## config.mk

```make
export PLATFORM = sky130hd
export DESIGN_NAME = instr_issue_unit_flat
export DESIGN_NICKNAME = d
export VERILOG_FILES = /design/src/rtl/instr_issue_unit_if.sv /design/src/rtl/instr_issue_unit.sv /design/src/flat_wrapper.sv
export SDC_FILE = /design/constraint.sdc
export NUM_CORES = 1
export LEC_CHECK = 0
export ABC_CLOCK_PERIOD_IN_PS = 5200
export CAP_MARGIN = 10
export CORE_MARGIN = 10
export CORE_UTILIZATION = 47
export DETAILED_ROUTE_END_ITERATION = 10
export DONT_BUFFER_PORTS = 1
export PLACE_DENSITY_LB_ADDON = 0.15
export SLEW_MARGIN = 20
export SYNTH_ARGS = -nofsm -noshare
export SYNTH_HDL_FRONTEND = slang
export SYNTH_SLANG_ARGS = --single-unit
```

## constraint.sdc

```tcl
create_clock -name clk -period 5.2 [get_ports clk]
set_input_delay 0.78 -clock clk [delete_from_list [all_inputs] [get_ports clk]]
set_output_delay 0.78 -clock clk [all_outputs]
set_load 0.01 [all_outputs]
```

## src/rtl/instr_issue_unit_if.sv

```systemverilog
// Loader/issue bundle for instr_issue_unit: buffer fill handshake, issue enable,
// issued instruction and status counters.
interface instr_issue_unit_if #(
    parameter int unsigned FIFO_DEPTH = 8
) ();
    localparam int unsigned CNT_W = $clog2(FIFO_DEPTH) + 1;

    logic             in_valid;
    logic [31:0]      in_instr;
    logic             in_ready;
    logic             run;
    logic [31:0]      instr_out;
    logic             issue_valid;
    logic [CNT_W-1:0] fifo_count;
    logic [15:0]      issued_count;
    logic [15:0]      stall_count;

    modport master (
        output in_valid, in_instr, run,
        input  in_ready, instr_out, issue_valid, fifo_count, issued_count, stall_count
    );

    modport slave (
        input  in_valid, in_instr, run,
        output in_ready, instr_out, issue_valid, fifo_count, issued_count, stall_count
    );
endinterface

```

## src/rtl/instr_issue_unit.sv

```systemverilog
// In-order instruction issue: buffers loader instructions in a FIFO and issues the head
// each cycle unless it reads a register written within the last HAZ_DIST-1 issue slots.
module instr_issue_unit #(
    parameter int unsigned FIFO_DEPTH = 8,
    parameter int unsigned HAZ_DIST   = 3
) (
    input  logic               clk,
    input  logic               rst,
    instr_issue_unit_if.slave  bus
);
    localparam int unsigned PTR_W = $clog2(FIFO_DEPTH);
    localparam int unsigned CNT_W = PTR_W + 1;
    localparam int unsigned SB_N  = HAZ_DIST - 1;
    localparam logic [CNT_W-1:0] FULL_CNT = CNT_W'(FIFO_DEPTH);
    localparam logic [31:0]      BUBBLE   = 32'h0000_0000;
    localparam logic [15:0]      CNT_MAX  = 16'hFFFF;

    logic [31:0]          mem_q [FIFO_DEPTH];
    logic [31:0]          mem_d [FIFO_DEPTH];
    logic [PTR_W-1:0]     wr_ptr_q, wr_ptr_d;
    logic [PTR_W-1:0]     rd_ptr_q, rd_ptr_d;
    logic [CNT_W-1:0]     count_q, count_d;
    logic [SB_N-1:0]      sb_vld_q, sb_vld_d;
    logic [SB_N-1:0][4:0] sb_ws_q, sb_ws_d;
    logic [31:0]          instr_out_q, instr_out_d;
    logic                 issue_valid_q, issue_valid_d;
    logic [15:0]          issued_q, issued_d;
    logic [15:0]          stall_q, stall_d;

    logic        full, empty, push, pop, stall_evt, hazard;
    logic [31:0] head;
    logic [4:0]  rs1, rs2;
    logic        data_src;

    assign full     = (count_q == FULL_CNT);
    assign empty    = (count_q == '0);
    assign head     = mem_q[rd_ptr_q];
    assign data_src = head[28];
    assign rs1      = head[21:17];
    assign rs2      = head[16:12];

    // Slot 0 holds the most recent issue slot; any valid match means the writer is too close.
    always_comb begin
        hazard = 1'b0;
        for (int i = 0; i < int'(SB_N); i++) begin
            if (sb_vld_q[i] && ((sb_ws_q[i] == rs1) || (!data_src && (sb_ws_q[i] == rs2)))) begin
                hazard = 1'b1;
            end
        end
    end

    // Ready is taken from the pre-pop occupancy, so a full buffer refuses even while draining.
    assign push      = bus.in_valid && !full;
    assign pop       = bus.run && !empty && !hazard;
    assign stall_evt = bus.run && !empty && hazard;

    always_comb begin
        mem_d         = mem_q;
        wr_ptr_d      = wr_ptr_q;
        rd_ptr_d      = rd_ptr_q;
        count_d       = count_q;
        sb_vld_d      = sb_vld_q;
        sb_ws_d       = sb_ws_q;
        instr_out_d   = BUBBLE;
        issue_valid_d = 1'b0;
        issued_d      = issued_q;
        stall_d       = stall_q;

        if (push) begin
            mem_d[wr_ptr_q] = bus.in_instr;
            wr_ptr_d        = wr_ptr_q + PTR_W'(1);
        end
        if (pop) begin
            rd_ptr_d = rd_ptr_q + PTR_W'(1);
        end

        case ({push, pop})
            2'b10:   count_d = count_q + CNT_W'(1);
            2'b01:   count_d = count_q - CNT_W'(1);
            default: count_d = count_q;
        endcase

        for (int i = int'(SB_N) - 1; i > 0; i--) begin
            sb_vld_d[i] = sb_vld_q[i-1];
            sb_ws_d[i]  = sb_ws_q[i-1];
        end
        sb_vld_d[0] = pop && head[27];
        sb_ws_d[0]  = pop ? head[26:22] : 5'd0;

        if (pop) begin
            instr_out_d   = head;
            issue_valid_d = 1'b1;
            if (issued_q != CNT_MAX) begin
                issued_d = issued_q + 16'd1;
            end
        end
        if (stall_evt && (stall_q != CNT_MAX)) begin
            stall_d = stall_q + 16'd1;
        end
    end

    // Storage carries no reset; occupancy is governed by the pointers and count alone.
    always_ff @(posedge clk) begin
        mem_q <= mem_d;
    end

    always_ff @(posedge clk) begin
        if (rst) begin
            wr_ptr_q      <= '0;
            rd_ptr_q      <= '0;
            count_q       <= '0;
            sb_vld_q      <= '0;
            sb_ws_q       <= '0;
            instr_out_q   <= BUBBLE;
            issue_valid_q <= 1'b0;
            issued_q      <= '0;
            stall_q       <= '0;
        end else begin
            wr_ptr_q      <= wr_ptr_d;
            rd_ptr_q      <= rd_ptr_d;
            count_q       <= count_d;
            sb_vld_q      <= sb_vld_d;
            sb_ws_q       <= sb_ws_d;
            instr_out_q   <= instr_out_d;
            issue_valid_q <= issue_valid_d;
            issued_q      <= issued_d;
            stall_q       <= stall_d;
        end
    end

    assign bus.in_ready     = !full;
    assign bus.instr_out    = instr_out_q;
    assign bus.issue_valid  = issue_valid_q;
    assign bus.fifo_count   = count_q;
    assign bus.issued_count = issued_q;
    assign bus.stall_count  = stall_q;
endmodule

```

## src/flat_wrapper.sv

```systemverilog
// flat-port wrapper written by rule: the top's interface ports become plain ports
module instr_issue_unit_flat 
#(
    parameter int unsigned FIFO_DEPTH = 8,
    parameter int unsigned HAZ_DIST   = 3
)
  (clk, rst, bus_in_valid, bus_in_instr, bus_run, bus_in_ready, bus_instr_out, bus_issue_valid, bus_fifo_count, bus_issued_count, bus_stall_count);
  instr_issue_unit_if #(.FIFO_DEPTH(FIFO_DEPTH)) bus_i ();
  input  logic clk;
  input  logic rst;
  input wire logic [$bits(bus_i.in_valid)-1:0] bus_in_valid;
  input wire logic [$bits(bus_i.in_instr)-1:0] bus_in_instr;
  input wire logic [$bits(bus_i.run)-1:0] bus_run;
  output wire logic [$bits(bus_i.in_ready)-1:0] bus_in_ready;
  output wire logic [$bits(bus_i.instr_out)-1:0] bus_instr_out;
  output wire logic [$bits(bus_i.issue_valid)-1:0] bus_issue_valid;
  output wire logic [$bits(bus_i.fifo_count)-1:0] bus_fifo_count;
  output wire logic [$bits(bus_i.issued_count)-1:0] bus_issued_count;
  output wire logic [$bits(bus_i.stall_count)-1:0] bus_stall_count;
  assign bus_i.in_valid = bus_in_valid;
  assign bus_i.in_instr = bus_in_instr;
  assign bus_i.run = bus_run;
  assign bus_in_ready = bus_i.in_ready;
  assign bus_instr_out = bus_i.instr_out;
  assign bus_issue_valid = bus_i.issue_valid;
  assign bus_fifo_count = bus_i.fifo_count;
  assign bus_issued_count = bus_i.issued_count;
  assign bus_stall_count = bus_i.stall_count;
  instr_issue_unit #(.FIFO_DEPTH(FIFO_DEPTH), .HAZ_DIST(HAZ_DIST)) u_core (.clk(clk), .rst(rst), .bus(bus_i));
endmodule
```

# After elaboration in Yosys (flattened, before gate mapping)
# Index checks and enable logic that the tools add are counted.
[word_totals]
input_bits = 36
elab_cells = 70
out_inout_bits = 70
ff_bits = 343
[classes]
eq_ne = 9
reduce_logical = 21
muxes = 10
bitwise_logic = 3
magnitude_cmp = 3
n_addsub = 6
[op_table]
columns = ["cell", "n"]
rows = [
  ["$bwmux W256", 1],
  ["$bmux W32 S3", 1],
  ["$demux W32 S3", 1],
  ["$mux W32", 3],
  ["$add A16 B1 Y16 const B", 2],
  ["$ne A16 B16 Y1 const B", 2],
  ["$eq A5 B5 Y1", 4],
  ["$logic_and A1 B1 Y1", 11],
  ["$ge A4 B4 Y1 const B", 2],
  ["$not A3 Y4", 2],
  ["$pmux W4 S2", 1],
  ["$add A3 B1 Y3 const B", 2],
  ["$add A4 B1 Y4 const B", 1],
  ["$eq A4 B4 Y1 const B", 1],
  ["$logic_not A1 Y1", 4],
  ["$logic_not A4 Y1", 1],
  ["$lt A4 B1 Y1 const B", 1],
  ["$sub A4 B1 Y4 const B", 1],
  ["$mux W1", 3],
  ["$eq A2 B1 Y1 const B", 1],
  ["$eq A2 B2 Y1 const B", 1],
  ["$logic_or A1 B1 Y1", 2],
  ["$reduce_and A2 Y1", 1],
  ["$reduce_bool A2 Y1", 1],
  ["2 further kinds", 2],
]

# Longest topological paths before layout
[depth]
word_depth = 14
depth_mapped = 19
depth_no_buf = 14

# Worst setup path after synthesis
# OpenSTA, ideal clock, no wires.
[synth_path]
path_kind = "flip-flop to flip-flop"
from = "register u_core.count_q[1], in the netlist u_core.bus.fifo_count[1]"
to = "register u_core.mem_q[224] in the netlist's numbering (enable)"
path_stages_with_launch = 6
required_ps = 4699
n_path_buf = 1
path_slack_ps = 548
arrival_time_ps = 4150
setup_time_ps = 501
path_cell_list = "dfxtp_1 > clkbuf_1 > nor3_1 > nand2_1 > nand2_1 > nor4_1"
[synth_via]
elab_chain_cells = 3
[synth_lines]
columns = ["item", "line", "rtl"]
rows = [
  ["start, declared", "instr_issue_unit.sv:22", "logic [CNT_W-1:0] count_q, count_d;"],
  ["start signal, assigned", "instr_issue_unit.sv:121", "count_q <= count_d;"],
  ["$eq A4 B4 Y1", "instr_issue_unit.sv:35", "assign full = (count_q == FULL_CNT);"],
  ["$logic_not A1 Y1", "-", ""],
  ["net bus_in_ready", "flat_wrapper.sv:14", "output wire logic [$bits(bus_i.in_ready)-1:0] bus_in_ready;"],
  ["$logic_and A1 B1 Y1", "instr_issue_unit.sv:53", "assign push = bus.in_valid && !full;"],
  ["end signal, assigned", "instr_issue_unit.sv:104", "mem_q <= mem_d;"],
  ["end, declared", "instr_issue_unit.sv:18", "logic [31:0] mem_q [FIFO_DEPTH];"],
]
# The timed path passes the listed nets, and every way through them passes these cells.
# A chain may end at the register's enable or synchronous reset.

# Worst setup path after layout
[layout_path]
from = "register u_core.rd_ptr_q[2]"
to = "register u_core.count_q[2], in the netlist u_core.bus.fifo_count[2]"
[layout_via]
elab_chain_cells = 14
elab_cells_between_ends = 23
cone_classes = "eq/ne: 6; mux: 6; bitwise: 1; reduce/logical: 10"
[layout_lines]
columns = ["item", "line", "rtl"]
rows = [
  ["start, declared", "instr_issue_unit.sv:21", "logic [PTR_W-1:0] rd_ptr_q, rd_ptr_d;"],
  ["start signal, assigned", "instr_issue_unit.sv:120", "rd_ptr_q <= rd_ptr_d;"],
  ["$not A3 Y4 (implied by the code) *", "instr_issue_unit.sv:37", "assign head = mem_q[rd_ptr_q];"],
  ["$bmux W32 S3 *", "instr_issue_unit.sv:37", ""],
  ["$mux W32 (implied by the code) * (2 in a row)", "instr_issue_unit.sv:37", ""],
  ["$eq A5 B5 Y1 / $logic_not A1 Y1 (equally long branches)", "instr_issue_unit.sv:46", "if (sb_vld_q[i] && ((sb_ws_q[i] == rs1) || (!data_src && (sb_ws_q[i] == rs2)))) begin"],
  ["$logic_and A1 B1 Y1", "instr_issue_unit.sv:46", ""],
  ["$logic_or A1 B1 Y1", "instr_issue_unit.sv:46", ""],
  ["$logic_and A1 B1 Y1", "instr_issue_unit.sv:46", ""],
  ["$mux W1", "instr_issue_unit.sv:46", ""],
  ["$mux W1 *", "instr_issue_unit.sv:46", ""],
  ["$logic_not A1 Y1 *", "instr_issue_unit.sv:54", "assign pop = bus.run && !empty && !hazard;"],
  ["$logic_and A1 B1 Y1 *", "instr_issue_unit.sv:54", ""],
  ["$eq A2 B1 Y1 / $eq A2 B2 Y1 (equally long branches)", "instr_issue_unit.sv:77", "case ({push, pop})"],
  ["$pmux W4 S2 / $reduce_bool A2 Y1 (equally long branches)", "-", ""],
]
# Mark *: on every way between the ends. The rest lies on a longest branch, timed or not. The select of a mux whose other input is x is not followed.

==> summary.md <==
| Metric | Value |
|---|---|
| Outcome | complete, no violations |
| First-pass GRT wire length | 43900 um |
| Vias in the first global route | between 7000 and 8000 |
| Cell depth of the worst flop-to-flop path | 14 |
| Final Hold Vio Count | 0 |
| Reg2Reg Setup Slack | roughly 1000 ps |
| Cts repair resizes | 0 |
| Cell variety after synth | 55 |
| Hold Path Class | input pin to flop |
| Comb power frac | between 15 and 20% |
| Leakage power | 4.77 nW |
| Initial Util | a little under half |
| CTS sink count | about 340 |
| DR WL/cell | ~23 um |
| Area leader, netlist | edfxtp_1 |
| Post-synth top area share | about 58% |
| TritonCTS Buffers | 36 |
| Placed Cells | 1189 |
| Slowest cell on crit path | dfxtp_2 |
| Maximum fanout along the worst path | 22 |
| CTS tree | yes |
| Final setup vio count | 0 |
| Post-Syn Area | roughly 13000 um^2 |
| NumNets Final | between 800 and 900 |
| Synthesized flop and latch total | approximately 340 |
| Crit start category | flop |
| Relative slew margins | about a third |
| Count leader, synth | edfxtp_1 |
| Sw Share | between 20 and 30% |
| Slew @ Worst Pin | between 900 and 1000 ps |
| Via-per-instance ratio | about 5.7 |
| Core Area | between 20000 and 30000 um^2 |
| Clock network fraction of design power | between 30% and 40% |
| Quantity of hold-fixing buffers added after cts | 0 |
| WL final | around 28000 um |
| CTS root buffer | clkbuf_16 |
| Worst path max stage delay | approximately 670 ps |
| R2R Path End | u_core.bus.fifo_count[2] |
| Hold Path Depth | 1 |
| Share of cells above drive strength 1 | 17.8% |
| Required @ worst endpoint | 5640 ps |
| Crit. End Element | flop |
| Setup bufs post-CTS | 0 |
| DR pass1 iterations | 5 |
| Register area share after synthesis | between 60% and 70% |
| Post-route ant nets | 0 |
| Sequential power share | between 40% and 50% |
| Die height | 188 um |
| Syn avg cell area | approximately 16 um^2 |
| Final critical-path required period | ~4200 ps |
| Max cap viols | 0 |
| Hold Path End | u_core.bus.stall_count[9] |
| Max Slew Vio Count | 0 |
| H-tree levels | 2 |
| Post-synth EDFFs | between 200 and 300 |
| Clock edge transition at the registers on the reported setup and hold paths | around 60 ps |
| Peak VDD IR | between 0.3 and 0.4 mV |
| RePlAce Congestion | between 0.8 and 0.9 |
| Crit path max-delay family | simple AND/OR/NAND/NOR gates |
| Fin crit share | about four fifths |
| Remaining global-route overflow | 0 |
| Top cells by area, synth | edfxtp_1 (58%), dfxtp_1 (12%), mux4_2 (7.6%) |
| Residual DRC count | 0 |
| Worst hold start | rst |
| Sum of negative setup slack | 0 ps |
| Final Skew | ~22 ps |
| Synth Net Count | 882 |
| Hpwl dp | about 17000 um |
| Worst Path Buf+Inv | 0 |
| Initial antenna violation count | 0 |
| Syn Inst Count | 839 |
| Die W | ~190 um |
| FF-to-FF Start | u_core.rd_ptr_q[2] |
| Cell Int Power | 5.10 mW |
| I/O Buffers | 0 |
| Pin count of the biggest net entering global routing | between 60 and 70 |
| Crit-path cells | nor2_1, a22o_1, o21a_1, or4b_1, nor4_2, or4_4, nor2_1, ha_1, xor2_1, ha_1, a21oi_1, xor2_1, or3_1, a21oi_1 |
| GRT Util Overall | approximately 16% |
| Most frequent cells after synthesis | edfxtp_1 (256), dfxtp_1 (82), nor2_1 (61) |
| Row count | 61 |
| RSZ-0062 raised after global routing | no |
| Max Freq | 240 MHz |
| Async S/R FF share, synth | 0% |
| Most used DFF post-synth | edfxtp_1 |
| Total number of vias | 7133 |
| Area growth from synthesis to layout | 12.0% |
| Ys Warns | 0 |
| Longest Clk Path Bufs | 3 |
| Layout Cells excl Fill | 1255 |
| Clk Latency, worst-skew pair | 520 ps |
| Crit Path Category | flop to flop |
| Antenna diodes | 0 |
| I/O Pins | about 110 |
| Die area | roughly 36000 um^2 |
| Sw Pwr | 1.74 mW |
| Pwr Density | 458 nW/um^2 |
| Detailed Route Iter0 Violations | between 600 and 700 |
| Worst EP arrival | about 4600 ps |
| Fill count | 2214 |
-- registers in the layout (all words and copies together) (netlist names) --
register,cells
u_core.bus.fifo_count,4
u_core.bus.instr_out,32
u_core.bus.issue_valid,1
u_core.bus.issued_count,16
u_core.bus.stall_count,16
u_core.mem_q,256
u_core.rd_ptr_q,3
u_core.sb_vld_q,2
u_core.sb_ws_q,5
u_core.wr_ptr_q,3
-- worst max-delay path by stage --
stage | startpoint | end | cells after the start
6_report | u_core.rd_ptr_q[2] | u_core.bus.fifo_count[2] | 14
5_1_grt | u_core.rd_ptr_q[0] | u_core.bus.fifo_count[2] | 15
4_1_cts | u_core.rd_ptr_q[0] | u_core.bus.fifo_count[2] | 15
3_5_place_dp | u_core.rd_ptr_q[0] | u_core.bus.fifo_count[2] | 15
3_3_place_gp | u_core.rd_ptr_q[0] | u_core.bus.fifo_count[2] | 15
2_1_floorplan | u_core.bus.fifo_count[1] | u_core.mem_q[224] | 5
-- layer usage --
| layer | track usage (%) | share of wire [%] | wire [um] | vias up |
|---|---|---|---|---|
| met5 | 0 | 0 | 0 | - |
| met4 | 5.28 | 2.6 | 743 | 0 |
| met3 | 4.78 | 8.2 | 2340 | 57 |
| met2 | 25.8 | 48 | 13800 | 234 |
| met1 | 19.9 | 41 | 11500 | 3579 |
| li1 | - | - | - | 3263 |
-- cells by family (layout without fill, tap and decap cells) --
kind of cell	after synthesis	count (layout)	share of synthesized area (%)
AND/OR/NAND/NOR	228	228	9.06
adder cells (fa/ha/maj)	7	7	0.657
XOR/XNOR	16	16	1.05
AO/OA/AOI/OAI	74	74	3.54
buffers and inverters	51	89	1.92
multiplexers	125	125	13.8
flip-flops	338	338	70.0
-- stage by stage --
| step | hold WS, ps | instance area [um^2] | power (mW) | utilization (%) | setup WS (ps) |
|---|---|---|---|---|---|
| after detailed placement | 497 | 13800 | 4.40 | 49.4 | 1020 |
| after global routing | 326 | 14900 | 7.14 | 53.6 | 690 |
| after global placement | 488 | 13800 | 4.38 | 49.4 | 1170 |
| after CTS | 314 | 14900 | 6.91 | 53.6 | 1030 |
| after floorplan | 453 | 13300 | 4.13 | - | 548 |
| final | 344 | 14900 | 6.84 | 53.6 | 1030 |
-- power groups by stage --
| stage | sequential, mW | clock [mW] | combinational (mW) |
|---|---|---|---|
| after CTS | 3.28 | 2.56 | 1.06 |
| after detailed placement | 3.34 | 0 | 1.06 |
| final | 3.28 | 2.52 | 1.04 |
| after global placement | 3.33 | 0 | 1.05 |
| after global routing | 3.31 | 2.69 | 1.15 |
| after floorplan | 3.24 | 0 | 0.892 |
-- final cells by class --
| type | count | area, um^2 | share of cell area [%] |
|---|---|---|---|
| flip-flops and latches | 338 | 9340 | 62.5 |
| well taps | 378 | 473 | 3.17 |
| clock buffers | 51 | 1020 | 6.82 |
| clock inverters | 15 | 159 | 1.06 |
| inverters | 7 | 26.3 | 0.176 |
| multi-input cells | 450 | 3800 | 25.5 |
| repair buffers | 16 | 120 | 0.804 |
-- placed cells by master (no fill, tap or decap), types with 6 or more instances in the layout --
master	Yosys	layout
xnor2_1	7	7
nor2_1	61	58
mux2_2	23	23
ha_1	7	7
o21ai_0	22	22
mux4_2	45	45
nor3_1	27	23
a21oi_1	21	21
nor2b_1	23	23
edfxtp_1	256	256
nand4_1	12	12
xor2_1	9	9
mux2i_1	57	57
or3_1	13	13
a22o_1	6	6
buf_4	9	16
dfxtp_1	82	79
and3_1	10	10
inv_1	7	7
clkbuf_1	22	10
nand3_1	20	19
nand2_1	27	27
nand3b_1	8	8
clkbuf_16	0	37
Power figures use the tool's default switching activity.
